$ cat config.mk
export PLATFORM = sky130hd
export DESIGN_NAME = ides_word_aligner
export DESIGN_NICKNAME = d
export VERILOG_FILES = /design/src/rtl/ides_word_aligner.sv
export SDC_FILE = /design/constraint.sdc
export NUM_CORES = 1
export LEC_CHECK = 0
export ABC_AREA = 1
export BUFFER_PORTS_ARGS = -buffer_cell sky130_fd_sc_hd__buf_2
export CAP_MARGIN = 20
export CORE_AREA = 2 2 50 52
export DETAILED_ROUTE_END_ITERATION = 8
export DIE_AREA = 0 0 52 54
export PLACE_DENSITY = 0.78
export SLEW_MARGIN = 10
export SYNTH_ARGS = -nofsm -noshare
export SYNTH_HDL_FRONTEND = slang
export SYNTH_SLANG_ARGS = --single-unit
export TNS_END_PERCENT = 1
$ cat constraint.sdc
create_clock -name clk -period 3 [get_ports clk]
set_clock_uncertainty 0.05 [all_clocks]
set_input_delay 0.15 -clock clk [delete_from_list [all_inputs] [get_ports clk]]
set_output_delay 0.15 -clock clk [all_outputs]
set_load 0.05 [all_outputs]
$ cat src/rtl/ides_word_aligner.sv
// Word aligner for the IDES8 parallel output. Compares each word against
// the training pattern, issues one-cycle bit-slip pulses on CALIB until the
// pattern appears, and declares lock after a run of consecutive matches.
//
// state  | meaning
// -------+-----------------------------------------------------------
// SETTLE | let the deserializer output settle after reset/relock/slip
// CHECK  | compare din against TRAIN_PATTERN while train_en is high
// SLIP   | calib high for exactly this cycle
// LOCKED | alignment achieved, din no longer compared
module ides_word_aligner #(
    parameter int                WIDTH         = 8,
    parameter logic [WIDTH-1:0]  TRAIN_PATTERN = 8'h5C,
    parameter int                MATCH_CNT     = 16,
    parameter int                SETTLE_CYC    = 4
) (
    input  logic             clk,
    input  logic             rst,
    input  logic [WIDTH-1:0] din,
    input  logic             train_en,
    input  logic             relock,
    output logic             calib,
    output logic             locked,
    output logic [3:0]       slip_cnt,
    output logic             align_err,
    output logic [WIDTH-1:0] dout,
    output logic             dout_vld
);

    localparam int MW = $clog2(MATCH_CNT + 1);
    localparam int SW = $clog2(SETTLE_CYC + 1);

    localparam logic [MW-1:0] MATCH_LAST  = MW'(MATCH_CNT);
    localparam logic [SW-1:0] SETTLE_LAST = SW'(SETTLE_CYC);
    // Slip count at which a full rotation has been exhausted.
    localparam logic [4:0]    ERR_AT      = (WIDTH > 15) ? 5'd16 : 5'(WIDTH);

    localparam logic [1:0] ST_SETTLE = 2'd0;
    localparam logic [1:0] ST_CHECK  = 2'd1;
    localparam logic [1:0] ST_SLIP   = 2'd2;
    localparam logic [1:0] ST_LOCKED = 2'd3;

    logic [1:0]    state;
    logic [MW-1:0] match_cnt;
    logic [SW-1:0] settle_cnt;
    logic [MW-1:0] match_nxt;
    logic [SW-1:0] settle_nxt;

    assign match_nxt  = match_cnt + MW'(1);
    assign settle_nxt = settle_cnt + SW'(1);

    // Data path: din registered once, independent of alignment state.
    always_ff @(posedge clk) begin
        if (rst) begin
            dout <= '0;
        end else begin
            dout <= din;
        end
    end

    // Valid flag follows locked by one cycle so it lines up with dout.
    always_ff @(posedge clk) begin
        if (rst || relock) begin
            dout_vld <= 1'b0;
        end else begin
            dout_vld <= locked;
        end
    end

    // Alignment FSM with settle/match counters and slip bookkeeping.
    always_ff @(posedge clk) begin
        if (rst || relock) begin
            state      <= ST_SETTLE;
            settle_cnt <= '0;
            match_cnt  <= '0;
            slip_cnt   <= '0;
            calib      <= 1'b0;
            locked     <= 1'b0;
            align_err  <= 1'b0;
        end else begin
            calib <= 1'b0;
            case (state)
                ST_SETTLE: begin
                    if (settle_nxt == SETTLE_LAST) begin
                        state      <= ST_CHECK;
                        settle_cnt <= '0;
                        match_cnt  <= '0;
                    end else begin
                        settle_cnt <= settle_nxt;
                    end
                end
                ST_CHECK: begin
                    if (train_en) begin
                        if (din == TRAIN_PATTERN) begin
                            match_cnt <= match_nxt;
                            if (match_nxt == MATCH_LAST) begin
                                state  <= ST_LOCKED;
                                locked <= 1'b1;
                            end
                        end else begin
                            // Slip bookkeeping is registered on entry so that
                            // slip_cnt and align_err are already valid while
                            // calib is high.
                            state <= ST_SLIP;
                            calib <= 1'b1;
                            if (slip_cnt != 4'hF) begin
                                slip_cnt <= slip_cnt + 4'd1;
                            end
                            if ({1'b0, slip_cnt} >= ERR_AT) begin
                                align_err <= 1'b1;
                            end
                        end
                    end
                end
                ST_SLIP: begin
                    state      <= ST_SETTLE;
                    settle_cnt <= '0;
                end
                ST_LOCKED: begin
                    locked <= 1'b1;
                end
                default: begin
                    state <= ST_SETTLE;
                end
            endcase
        end
    end

endmodule

Yosys cells after proc, flatten, opt, wreduce, memory -nomap -nowiden
Cells that the tools add are included.
{"block": "word_totals", "reg_bits": 26, "latchBits": 0, "ram_bits": 0, "rom_bits": 0, "out_inout_bits": 16, "word_cells": 56, "n_memories": 0}
{"block": "op_classes", "addsub": 3, "multipliers": 0, "n_div": 0, "magnitude_cmp": 1, "n_eq_ne": 12, "shift": 0, "muxes": 16, "bitwise": 3, "reduce_logical": 12}
{"cell": "4-bit AND reduction", "count": 5}
{"cell": "5-bit two-way mux", "count": 3}
{"cell": "5-bit one-hot mux with 2 select lines", "count": 1}
{"cell": "8-bit by 7-bit equality test with 1-bit output (second input constant)", "count": 1}
{"cell": "2-bit two-way mux", "count": 4}
{"cell": "2-bit inequality test (second input constant)", "count": 4}
{"cell": "2-bit one-hot mux with 3 select lines", "count": 1}
{"cell": "3-bit one-hot mux with 2 select lines", "count": 1}
{"cell": "2-bit nonzero test", "count": 3}
{"cell": "5-bit by 1-bit adder with 5-bit output (second input constant)", "count": 1}
{"cell": "5-bit equality test (second input constant)", "count": 1}
{"cell": "4-bit by 1-bit adder with 4-bit output (second input constant)", "count": 1}
{"cell": "2-bit equality test (second input constant)", "count": 2}
{"cell": "4-bit >= comparator (second input constant)", "count": 1}
{"cell": "1-bit two-way mux", "count": 4}
{"cell": "4-bit inequality test (second input constant)", "count": 1}
{"cell": "3-bit by 1-bit adder with 3-bit output (second input constant)", "count": 1}
{"cell": "3-bit equality test (second input constant)", "count": 1}
{"cell": "3-bit two-way mux", "count": 1}
{"cell": "3-bit inequality test (second input constant)", "count": 1}
{"cell": "1-bit NOT", "count": 3}
{"cell": "3-bit nonzero test", "count": 1}
{"cell": "3-bit OR reduction", "count": 1}
{"cell": "2-bit by 1-bit equality test with 1-bit output (second input constant)", "count": 1}
{"cell": "3 further kinds", "count": 3}

Logic depth before layout (Yosys ltp)
Gate-level depths: netlist of the first run.
{"block": "logic_depth", "ltp_word": 6, "mapped_depth": 9, "ltp_nobuf": 9}

Worst setup path after synthesis of the first run
OpenSTA, ideal clock, no wires.
{"block": "synth_path", "kind": "register to register", "startpoint": "register slip_cnt[1]", "endpoint": "register slip_cnt[3]", "setup_time_ps": 118, "arrival_ps": 1404, "slack_ps": 1428, "stages_incl_launch_ff": 9, "path_buffers": 0, "cell_sequence": "dfxtp_1 > ha_1 > nand3_1 > nand2_2 > clkinv_2 > nand3_4 > o21ai_2 > nand2_1 > nor2_1"}
{"block": "synth_between", "elab_chain_len": 2, "word_cells_on_any_way": 3, "classes_between": "add/sub: 1; eq/ne: 1; reduce/logical: 1"}
{"item": "start, declared", "line_no": "24", "source": "output logic [3:0] slip_cnt,"}
{"item": "start signal, assigned", "line_no": "107", "source": "slip_cnt <= slip_cnt + 4'd1;"}
{"item": "branches (longest 2 deep; another with 4-bit by 1-bit adder with 4-bit output)"}
Parallel ways; which one is timed is not known.
A chain may end at the register's enable or synchronous reset.

Worst setup path in the final report of the first run
{"block": "layout_path", "startpoint": "input port din[5]", "endpoint": "register match_cnt[1]"}
{"block": "layout_between", "elab_chain_len": 3}
{"item": "start, declared", "line_no": "19", "source": "input logic [WIDTH-1:0] din,"}
{"item": "8-bit by 7-bit equality test with 1-bit output", "line_no": "94", "source": "if (din == TRAIN_PATTERN) begin"}
{"item": "2-bit inequality test (no line)"}
{"item": "4-bit AND reduction (no line)"}
{"item": "end signal, assigned", "line_no": "95", "source": "match_cnt <= match_nxt;"}
{"item": "end, declared", "line_no": "44", "source": "logic [MW-1:0] match_cnt;"}
No other way between the ends.

==> flow_summary.json, run 1 <==
{
  "fp.coreArea_um2": 2320,
  "finalMaxSlewViolations": 0,
  "critPathKind": "in -> reg",
  "chipHeight_um": 54,
  "path_common_cell": "nand2_1",
  "worst_pin_slew_ps": 299,
  "gp_congestion": 0.837,
  "io_pins": 28,
  "endpoint_kind": "flop",
  "die_w_um": 52,
  "power_w": 0.000594,
  "clk_path_buf_depth": 2,
  "yosysWarnings": 0,
  "cts_setup_buffers": 0,
  "rows": 18,
  "holdWs_ps": 97.7,
  "cp_slowest_cell": "dlygate4sd3_1",
  "crit_fanout": 5,
  "p_leak_nw": 0.708,
  "stdcell_count": 223,
  "synth-seq-cells": 26,
  "routedWlPerCell_um": 11.1,
  "route.detailed.drc": 0,
  "wl_mm": 2.48,
  "fmaxAchievable_mhz": 660,
  "hold_viol": 0,
  "critPathMaxStageDelay_ps": 540,
  "dpl.hpwl_mm": 1.83,
  "portBuffers": 27,
  "clock_sinks": 26,
  "cts_max_level": 1,
  "layout-drive-gt1-share_pct": 20.2,
  "n_antenna_cell": 0,
  "crit_path_cell_trace": "dlygate4sd3_1 -> buf_2 -> inv_1 -> nand2_1 -> nor2_1 -> nand2_1 -> nor2_4 -> nand3_1 -> a21oi_1",
  "setup_viol": 0,
  "syn_area_um2": 1200,
  "drt_first_pass_iters": 4,
  "worstSkewPairLatency_ps": 310,
  "outcome": "finished clean",
  "cts_tree": "done",
  "cp-start-kind": "input pin",
  "syn_inst": 156,
  "max_cap_violations": 0,
  "power_density_nw_per_um2": 405,
  "cts_root_buf": "clkbuf_4",
  "finalSetupTns_ps": 0,
  "path_clk_slew_ps": 130,
  "cp_data_arrival_time_ps": 1710,
  "crit_family": "buffers and inverters",
  "ys_types": 25,
  "synth_nets": 174,
  "grt_use_total_pct": 18.6,
  "r2r-start": "settle_cnt[0]$_SDFFE_PP0P_",
  "period_minus_slack_ps": 1520,
  "drtIter0Drc": 32,
  "whs_path_depth": 2,
  "grt_pass1_wl_mm": 3.93,
  "critPathBufInv": 3,
  "startpoint": "din[5]",
  "synth_top_cell_area_share_pct": 43.4,
  "r2r_setup_slack_ps": 1580,
  "crit_required_ps": 3200,
  "yosys.area.top_type": "dfxtp_1",
  "grt_pass1_vias": 1010,
  "synth_area_per_cell_um2": 7.68,
  "grt_start_max_net_pins": 15,
  "max-vdd-ir-drop_mv": 0.348,
  "min_from": "rst",
  "syn_to_final_growth_pct": 22.5,
  "worst_r2r_path_depth": 6,
  "synthTopCellsByArea": "dfxtp_1, nand2_1, inv_1",
  "min_to": "dout[0]$_SDFF_PP0_",
  "r2r_end": "state[1]$_SDFFE_PP0P_",
  "start_util_pct": 51.7,
  "fin_util_pct": 63.3,
  "fin_crit_sh_pct": 50.5,
  "most-common-layout-cells": "nand2_1, buf_2, inv_1, dfxtp_1, nor2_1",
  "nNetsFinal": 212,
  "ys_seq_area_share_pct": 43.4,
  "post-place-cells": 211,
  "overflow": 0,
  "num_vias": 1106,
  "rsz0062_at_grt": "false",
  "dieArea_um2": 2810,
  "ant_nets": 0,
  "slew_headroom_pct": 80.0,
  "viasPerCell": 4.96,
  "cts_buffers": 3,
  "hold_path.class": "in -> reg",
  "grt_antenna_before_repair": 0
}
==> cell usage after synthesis (all sizes together) <==
cell    number
a22oi        1
clkinv       2
o21ai        7
nand3b       1
nor3         2
a21oi       11
nand2       28
or2          1
xor2         1
dfxtp       26
nand4        5
ha           6
nor2        20
a211oi       1
buf          1
inv         27
nand3       15
clkbuf       1
==> per-layer routing <==
layer	vias to the layer above	wire length, um	global-route usage (%)
met2	43	1240	35.9
li1	569	-	-
met4	0	31	7.89
met5	-	0	0
met1	490	1050	19.9
met3	4	167	3.06
==> sequential cells by signal (all words and copies together) (netlist names) <==
register / count
dout_vld: 1
dout: 8
state: 2
slip_cnt: 4
locked: 1
settle_cnt: 3
match_cnt: 5
align_err: 1
calib: 1
==> logic make-up (layout without fill, tap and decap cells) <==
logic type	after synthesis	in the layout	share of synthesized area (%)
simple gates	72	72	29.8
fa+ha+maj	6	6	6.26
xor+xnor	1	1	0.731
flops	26	26	43.4
buf+inv	31	68	10.7
compound gates	20	20	9.08
==> power breakdown <==
part / internal (W) / leakage, nW / switching (W) / total, W
sequential: 0.000353 / 0.212 / 0.00000260 / 0.000355
combinational: 0.0000230 / 0.475 / 0.0000452 / 0.0000682
clock: 0.0000741 / 0.0210 / 0.0000968 / 0.000171
==> worst max-delay path by stage <==
stage                                      end  cells past startpoint
finish               match_cnt[1]$_SDFFE_PP0P_                      9
CTS                      state[0]$_SDFFE_PP0P_                     11
global route         match_cnt[3]$_SDFFE_PP0P_                      9
detailed placement       state[1]$_SDFFE_PP0P_                      6
floorplan             slip_cnt[3]$_SDFFE_PP0P_                      8
global placement    settle_cnt[1]$_SDFFE_PP0P_                      6
==> layout make-up <==
cell class,instances,area [um^2]
Sequential cell,26,520
Fill cell,191,851
Inverter,29,110
Multi-Input combinational cell,99,549
Tap cell,30,37.5
Timing Repair Buffer,35,215
Clock buffer,4,36.3
==> stage by stage <==
step                      setup slack, ps  cell area [um^2]
after global routing                 1320              1470
after global placement               1700              1350
final                                1480              1470
after detailed placement             1610              1350
after floorplan                      1430              1200
after CTS                            1520              1470
==> timing repair <==
action,CTS,global route
hold buffers,8,0
endpoints found under the hold margin,8,0
resized for setup,0,0
(Power assumes the default switching activity.)
==> run 2, diff against run 1 <==
--- a/config.mk
+++ b/config.mk
@@ -8,10 +8,10 @@
 export ABC_AREA = 1
 export BUFFER_PORTS_ARGS = -buffer_cell sky130_fd_sc_hd__buf_2
 export CAP_MARGIN = 20
-export CORE_AREA = 2 2 50 52
+export CORE_AREA = 2 2 52 54
 export DETAILED_ROUTE_END_ITERATION = 8
-export DIE_AREA = 0 0 52 54
-export PLACE_DENSITY = 0.78
+export DIE_AREA = 0 0 54 56
+export PLACE_DENSITY = 0.73
 export SLEW_MARGIN = 10
 export SYNTH_ARGS = -nofsm -noshare
 export SYNTH_HDL_FRONTEND = slang
==> constraint.sdc (replaced) <==
create_clock -name clk -period 1.44 [get_ports clk]
set_clock_uncertainty 0.05 [all_clocks]
set_input_delay 0.072 -clock clk [delete_from_list [all_inputs] [get_ports clk]]
set_output_delay 0.072 -clock clk [all_outputs]
set_load 0.05 [all_outputs]
==> flow_summary.json, run 2 (synthesis results as in run 1) <==
{
  "gp_congestion": 0.840,
  "final_common_cell": "buf_2",
  "stdcell_count": 224,
  "drtIter0Drc": 19,
  "largest_register_ffs": 8,
  "max-vdd-ir-drop_mv": 0.644,
  "ant_nets": 0,
  "clk_path_buf_depth": 2,
  "cp-start-kind": "flop",
  "endpoint_kind": "flop",
  "grt_antenna_before_repair": 0,
  "drt_first_pass_iters": 4,
  "cts_max_level": 1,
  "die_w_um": 54,
  "nNetsFinal": 213,
  "hold_viol": 0,
  "portBuffers": 27,
  "postLayoutCellArea_um2": 1510,
  "p_leak_nw": 0.714,
  "regMostFlops": "dout",
  "layout-drive-gt1-share_pct": 27.8,
  "grt_start_max_net_pins": 15,
  "hold_path.class": "in -> reg",
  "crit_required_ps": 1670,
  "syn_to_final_growth_pct": 25.7,
  "critPathKind": "reg -> reg",
  "grt.busiest_layer": "met2",
  "min_from": "rst",
  "outcome": "finished clean",
  "largest_registers": "dout x8, match_cnt x5, slip_cnt x4",
  "overflow": 0,
  "use_met3_pct": 3.49,
  "cts_root_buf": "clkbuf_4",
  "power_w": 0.00126,
  "worst_pin_slew_ps": 299,
  "cts_tree": "done",
  "route.detailed.drc": 0,
  "rows": 18,
  "fp.coreArea_um2": 2430,
  "viasPerCell": 5.11,
  "crit_fanout": 3,
  "clock_sinks": 26,
  "io_pins": 28,
  "most-common-layout-cells": "buf_2, nand2_1, inv_1",
  "wl_mm": 2.56,
  "path_clk_slew_ps": 140,
  "dieArea_um2": 3020,
  "finalSetupTns_ps": 0,
  "r2r-start": "settle_cnt[0]$_SDFFE_PP0P_",
  "n_antenna_cell": 0,
  "worstSkewPairLatency_ps": 320,
  "post-place-cells": 211,
  "grt_use_total_pct": 17.9,
  "finalMaxSlewViolations": 0,
  "dpl.hpwl_mm": 1.80,
  "ff_latch_area_um2": 527,
  "fillCellCount": 232,
  "grt_use_met1_pct": 19.7,
  "num_vias": 1144,
  "chipHeight_um": 56,
  "max_cap_violations": 0,
  "multiInputGateArea_um2": 573,
  "cts_buffers": 3,
  "startpoint": "settle_cnt[0]$_SDFFE_PP0P_",
  "place_area_um2": 1360,
  "slew_headroom_pct": 79.9,
  "fmaxAchievable_mhz": 735,
  "period_minus_slack_ps": 1360,
  "use_met2_pct": 31.4,
  "setup_viol": 0,
  "grt_pass1_vias": 1025,
  "fin_crit_sh_pct": 94.5,
  "start_util_pct": 49.3,
  "cp_data_arrival_time_ps": 1590,
  "routedWlPerCell_um": 11.4,
  "power_density_nw_per_um2": 835,
  "grt_pass1_wl_mm": 4.06,
  "rsz0062_at_grt": "true"
}
[run 2: area by class of cell]
class                      instances  share of cell area, %
multi-input combinational         99                   38.0
sequential                        26                   35.0
timing repair buffer              36                   14.8
inverter                          29                   7.31
tap                               30                   2.49
clock buffer                       4                   2.41
[run 2: what timing repair did]
action / 4_1_cts / 5_1_grt
resized for setup: 0 / 12
endpoints found under the setup margin: 0 / 12
hold buffers: 8 / 0
buffers inserted: 0 / 1
hold endpoints to repair: 8 / 0
[run 2: worst paths after layout]
path	to	cells past startpoint	slack (ps)
worst max register to register	state[0]$_SDFFE_PP0P_	8	80
worst min-delay path	dout[6]$_SDFF_PP0_	2	4
worst max-delay path	state[0]$_SDFFE_PP0P_	8	80
worst min register to register	settle_cnt[0]$_SDFFE_PP0P_	1	400
[run 2: report_power, final]
part	internal [W]	switching, W	total, W
clock network	0.000155	0.000217	0.000372
registers	0.000735	0.00000559	0.000741
logic	0.0000488	0.0000964	0.000145
total	0.000939	0.000319	0.00126
[run 2: layer usage]
layer  routed length, um  vias to the layer above
met3                 168                        9
met1                1060                      522
met4                  83                        0
li1                    -                      575
met2                1250                       38
met5                   0                        -
[run 2: per-stage QoR]
stage                     util (%)  setup WS, ps  hold WS (ps)
after global placement        55.7           133           238
after detailed placement      55.7          86.8           250
final                         61.9          79.4          3.67
after floorplan                  -          54.2           129
after global routing          61.9         -35.5          6.86
after CTS                     60.5          12.4          8.70
[run 2: critical path, cell delays in order, from the launching register on]
cell and delay, ps:
dfxtp_2 350, ha_1 210, ha_1 190, or2_1 230
nand2_1 60, inv_1 50, nand3_2 70, nand2_1 50
inv_1 50
